File: src/rtl/jtbubl_gfx_romarb.sv
// Round-robin arbiter that lets the tile fetcher (A) and the object fetcher (B) share one SDRAM slot.
// Optional WAIT-state timeout is enabled by defining JTBUBL_ROMARB_TOUT_EN.
module jtbubl_gfx_romarb #(
  parameter int         AW   = 18,
  parameter logic [7:0] TOUT = 8'd200
) (
  input  logic          clk,
  input  logic          rst,
  input  logic          a_cs,
  input  logic [AW-1:0] a_addr,
  output logic [31:0]   a_data,
  output logic          a_ok,
  input  logic          b_cs,
  input  logic [AW-1:0] b_addr,
  output logic [31:0]   b_data,
  output logic          b_ok,
  output logic          rom_cs,
  output logic [AW-1:0] rom_addr,
  input  logic [31:0]   rom_data,
  input  logic          rom_ok,
  output logic          tout_err
);

  typedef enum logic [1:0] {ST_IDLE, ST_ISSUE, ST_WAIT} state_t;

  state_t        state;
  logic          gnt_b;   // requester owning the current transfer
  logic          last_b;  // requester served most recently
  logic          a_valid, b_valid;
  logic [AW-1:0] a_last, b_last;
  logic          a_pend, b_pend, pick_b;

  // A requester is satisfied only while it still asks for the address last delivered to it.
  assign a_ok   = a_valid & a_cs & (a_addr == a_last);
  assign b_ok   = b_valid & b_cs & (b_addr == b_last);
  assign a_pend = a_cs & ~a_ok;
  assign b_pend = b_cs & ~b_ok;
  assign pick_b = b_pend & (~a_pend | ~last_b);

`ifdef JTBUBL_ROMARB_TOUT_EN
  logic [7:0] tout_cnt;
  logic       tout_hit;
  assign tout_hit = (tout_cnt == TOUT - 8'd1);
`else
  logic unused_tout;
  assign tout_err    = 1'b0;
  assign unused_tout = ^TOUT;
`endif

  // NOTE: all state below uses non-blocking assignments so every register samples pre-edge values.
  always_ff @(posedge clk) begin
    if (rst) begin
      state    <= ST_IDLE;
      rom_cs   <= 1'b0;
      rom_addr <= '0;
      gnt_b    <= 1'b0;
      last_b   <= 1'b1;
      // NOTE: data registers are reset too, so a_data/b_data read zero until the first transfer.
      a_data   <= '0;
      b_data   <= '0;
      a_valid  <= 1'b0;
      b_valid  <= 1'b0;
      a_last   <= '0;
      b_last   <= '0;
`ifdef JTBUBL_ROMARB_TOUT_EN
      tout_cnt <= 8'd0;
      tout_err <= 1'b0;
`endif
    end else begin
      case (state)
        ST_IDLE: begin
          if (a_pend | b_pend) begin
            gnt_b    <= pick_b;
            rom_addr <= pick_b ? b_addr : a_addr;
            rom_cs   <= 1'b1;
            state    <= ST_ISSUE;
          end
        end
        ST_ISSUE: begin
          // rom_ok here still belongs to the previous address.
          state <= ST_WAIT;
`ifdef JTBUBL_ROMARB_TOUT_EN
          tout_cnt <= 8'd0;
`endif
        end
        ST_WAIT: begin
          if (rom_ok) begin
            if (gnt_b) begin
              b_data  <= rom_data;
              b_valid <= 1'b1;
              b_last  <= rom_addr;
            end else begin
              a_data  <= rom_data;
              a_valid <= 1'b1;
              a_last  <= rom_addr;
            end
            last_b <= gnt_b;
            rom_cs <= 1'b0;
            state  <= ST_IDLE;
          end
`ifdef JTBUBL_ROMARB_TOUT_EN
          else if (tout_hit) begin
            last_b   <= gnt_b;
            rom_cs   <= 1'b0;
            tout_err <= 1'b1;
            state    <= ST_IDLE;
          end else begin
            tout_cnt <= tout_cnt + 8'd1;
          end
`endif
        end
        // NOTE: unreachable encoding recovers to IDLE instead of locking up.
        default: state <= ST_IDLE;
      endcase
    end
  end

endmodule
File: config.mk
export PLATFORM = sky130hd
export DESIGN_NAME = jtbubl_gfx_romarb
export DESIGN_NICKNAME = d
export VERILOG_FILES = /design/src/rtl/jtbubl_gfx_romarb.sv
export SDC_FILE = /design/constraint.sdc
export NUM_CORES = 1
export LEC_CHECK = 0
export ABC_CLOCK_PERIOD_IN_PS = 4860
export CORE_UTILIZATION = 40
export CTS_CLUSTER_SIZE = 10
export DETAILED_ROUTE_END_ITERATION = 16
export PLACE_DENSITY = 0.75
export SYNTH_ARGS = -nofsm -noshare
export SYNTH_HDL_FRONTEND = slang
export SYNTH_SLANG_ARGS = --single-unit
export TNS_END_PERCENT = 20
File: constraint.sdc
create_clock -name clk -period 4.86 [get_ports clk]
set_input_delay 0.972 -clock clk [delete_from_list [all_inputs] [get_ports clk]]
set_output_delay 0.972 -clock clk [all_outputs]
set_load 0.01 [all_outputs]
==> impl_metrics.env <==
export IMPL_outcome="finished clean"
export IMPL_yosys_warnings=0
export IMPL_swShare_pct=24.4
export IMPL_viasPerCell=5.35
export IMPL_cp_slowest_stage_delay_ns=0.57
export IMPL_n_fill_cell=1051
export IMPL_ys_ff_latch=125
export IMPL_io_buffer_count=157
export IMPL_critical_path_cell_chain="clkdlybuf4s50_1 > xor2_1 > nor4_1 > nand2_1 > nor3_1 > clkdlybuf4s50_1"
export IMPL_post_cts_buffers=0
export IMPL_fin_total_pwr_mw=2.61
export IMPL_fp_dieArea_sq_um=13100
export IMPL_syn_nets=716
export IMPL_syn_area_sq_um=5060
export IMPL_grt_pass1_vias=4959
export IMPL_clock_sinks=125
export IMPL_max_cap_viol_count=0
export IMPL_hold_buffers=0
export IMPL_rrSetupSlack_ns=2.35
export IMPL_syn_area_per_cell_sq_um=7.86
export IMPL_ir_drop_mv=0.247
export IMPL_dpl_hpwl_microns=10000
export IMPL_start_kind="primary input"
export IMPL_maxSlewViolCount=0
export IMPL_cts_made_buffers=17
export IMPL_p_clk_share_pct=46.8
export IMPL_endpoint_kind="output pin"
export IMPL_slew_headroom_pct=23.3
export IMPL_setup_viol=0
export IMPL_die_h_microns=114
export IMPL_row_count=40
export IMPL_drive_above_1_share_pct=5.70
export IMPL_cts_resized=0
export IMPL_setup_worst_path_start="a_addr[7]"
export IMPL_drt_wirelength_per_cell_microns=16.2
export IMPL_setup_worst_path_end="a_ok"
export IMPL_grt_remaining_overflow=0
export IMPL_synth_cell_type_count=29
export IMPL_core_sq_um=12200
export IMPL_clock_root_buffer="clkbuf_16"
export IMPL_wirelength_microns=15500
export IMPL_cts_buffer_depth=2
export IMPL_track_usage_pct=24.3
export IMPL_timing_final_crit_share_pct=80.4
export IMPL_seq_area_sq_um=2500
export IMPL_grt_pass1_wl_microns=24600
export IMPL_final_nets=850
export IMPL_finalHoldViolations=0
export IMPL_crit_top_cell="clkdlybuf4s50_1"
export IMPL_seqPwrFrac_pct=41.7
export IMPL_cp_required_ns=3.89
export IMPL_htreeDepth=4
export IMPL_cp_arrival_ns=2.93
export IMPL_crit_type="in -> out"
export IMPL_p_per_area_nw_per_um2=359
export IMPL_cts_tree="built"
export IMPL_worstPathMaxFanout=3
export IMPL_cpMaxStageDelayCell="clkdlybuf4s50_1"
export IMPL_clock_skew_ns=0.00575
export IMPL_ys_seq_area_share_pct=49.5
export IMPL_grt_setup_unrepaired="false"
export IMPL_p_int_mw=1.98
export IMPL_worst_pin_slew_ns=1.15
export IMPL_tns_ns=0
export IMPL_gp_congestion=0.923
export IMPL_die_x_microns=114
export IMPL_initial_core_util_pct=41.6
export IMPL_fin_crit_ns=3.91
export IMPL_holdPathStages=2
export IMPL_leakagePower_nw=2.51
export IMPL_remaining_drc_errors=0
export IMPL_antenna_cells=0
export IMPL_drt_iter0_drc=460
export IMPL_hold_path_class="reg -> reg"
export IMPL_clk_pin_slew_ns=0.05
export IMPL_rr_endpoint="rom_addr[2]$_SDFFE_PP0P_"
export IMPL_worstRegToRegCells=6
export IMPL_multi_input_area_sq_um=2370
export IMPL_ant_nets=0
export IMPL_ios=159
export IMPL_antenna_found_initial=0
export IMPL_syn_inst=643
export IMPL_area_growth_pct=43.9
export IMPL_grt_max_degree=88
export IMPL_insertion_delay_ns=0.41
export IMPL_routed_via_count=5124
export IMPL_p_sw_uw=637
export IMPL_r2r_start="a_last[7]$_SDFFE_PP0P_"
export IMPL_drtPass1Iterations=5
export IMPL_fmax_mhz=256
export IMPL_combPwrFrac_pct=11.5
[kinds of logic (layout without fill, tap and decap cells)]
| logic type | count (synthesis) | in the layout | share of synthesized area [%] |
|---|---|---|---|
| AO/OA/AOI/OAI | 145 | 145 | 16.3 |
| XOR/XNOR | 36 | 36 | 6.24 |
| buffers and inverters | 49 | 196 | 3.98 |
| flip-flops | 125 | 125 | 49.5 |
| multiplexers | 1 | 1 | 0.198 |
| other | 1 | 1 | 0.0742 |
| AND/OR/NAND/NOR | 286 | 286 | 23.7 |
[through the flow]
stage                     hold slack [ns]  setup slack, ns  instance area (sq um)  utilization (%)  std cells
final                               0.454            0.954                   7280             59.8        958
after global routing                0.474            0.883                   7280             59.8        958
after CTS                           0.454            0.966                   7280             59.8        958
after detailed placement            0.446             1.01                   6700             55.1        926
after global placement              0.442            0.983                   6700             55.1        926
after floorplan                     0.440             2.05                   5060                -        643
[sequential cells by signal, summed over array words and instances (netlist names)]
| name | flops |
|---|---|
| a_valid | 1 |
| b_data | 32 |
| a_last | 18 |
| gnt_b | 1 |
| b_valid | 1 |
| rom_cs | 1 |
| rom_addr | 18 |
| b_last | 18 |
| state | 2 |
| last_b | 1 |
| a_data | 32 |
[routing by layer]
layer	GRT usage, %	up-vias	share of wire [%]
met5	0	-	0
met4	9.00	0	2.7
met3	6.35	45	7.0
met2	40.3	257	47
met1	30.3	2378	43
li1	-	2444	-
[critical path: cells and delay by family]
kind	cells	cell delay, ns
buffers and inverters	2	1.00
and+or+nand+nor	3	0.76
xor gates and xnor gates	1	0.20
[worst min path at each step]
stage                            start                 endpoint  slack, ns
6_report        b_data[2]$_SDFFE_PP0P_   b_data[2]$_SDFFE_PP0P_       0.45
2_1_floorplan     a_valid$_SDFFE_PP0P_     a_valid$_SDFFE_PP0P_       0.44
4_1_cts        a_data[17]$_SDFFE_PP0P_  a_data[17]$_SDFFE_PP0P_       0.45
5_1_grt        b_data[10]$_SDFFE_PP0P_  b_data[10]$_SDFFE_PP0P_       0.47
3_5_place_dp   a_data[17]$_SDFFE_PP0P_  a_data[17]$_SDFFE_PP0P_       0.45
3_3_place_gp   a_data[28]$_SDFFE_PP0P_  a_data[28]$_SDFFE_PP0P_       0.44
[final cells by class]
type	instances	area share [%]
inverter	1	0.0516
sequential	125	34.4
tap	168	2.89
timing repair buffer	163	22.2
clock buffer	20	6.28
clock inverter	12	1.65
multi-input combinational	469	32.6
[cell usage after synthesis]
master	n	share of area, %
clkbuf_1	43	3.2
or2_1	1	0.12
or3_1	2	0.25
nor3_1	21	2.1
buf_6	1	0.22
o311a_2	1	0.22
o21a_1	1	0.15
o21ai_0	18	1.8
nand2b_1	1	0.12
mux2i_1	1	0.20
conb_1	1	0.074
buf_4	2	0.30
nor4_1	16	2.0
or2_2	1	0.12
o21ai_1	1	0.099
or3_4	1	0.22
a311oi_1	18	3.1
nand2_1	208	15
and4_1	2	0.35
nor2_1	12	0.89
clkbuf_2	2	0.20
dfxtp_1	125	49
o311ai_4	1	0.52
nand3_1	19	1.9
inv_1	1	0.074
nand3b_1	1	0.15
nand4_1	1	0.12
a21oi_1	105	10
xor2_1	36	6.2
[placed cells by master (no fill, tap or decap), drive strengths merged]
| cell type | instances |
|---|---|
| or2 | 2 |
| nor4 | 16 |
| o21a | 1 |
| a311oi | 18 |
| nand3 | 19 |
| clkinvlp | 4 |
| mux2i | 1 |
| o21ai | 19 |
| buf | 7 |
| and4 | 2 |
| nand2 | 208 |
| nand3b | 1 |
| o311a | 1 |
| dfxtp | 125 |
| nand4 | 1 |
| a21oi | 105 |
| clkbuf | 20 |
| clkdlybuf4s50 | 156 |
| xor2 | 36 |
| nor2 | 12 |
| o311ai | 1 |
| nand2b | 1 |
| or3 | 3 |
| conb | 1 |
| clkinv | 6 |
| nor3 | 21 |
| inv | 1 |
| bufinv | 2 |
[power by group through the flow]
stage | registers (mW) | logic [mW] | clock network [mW]
global placement | 1.11 | 0.292 | 0
global route | 1.09 | 0.323 | 1.28
detailed placement | 1.11 | 0.296 | 0
floorplan | 1.12 | 0.121 | 0
CTS | 1.09 | 0.299 | 1.24
finish | 1.09 | 0.302 | 1.22
Power figures use the tool's default switching activity.
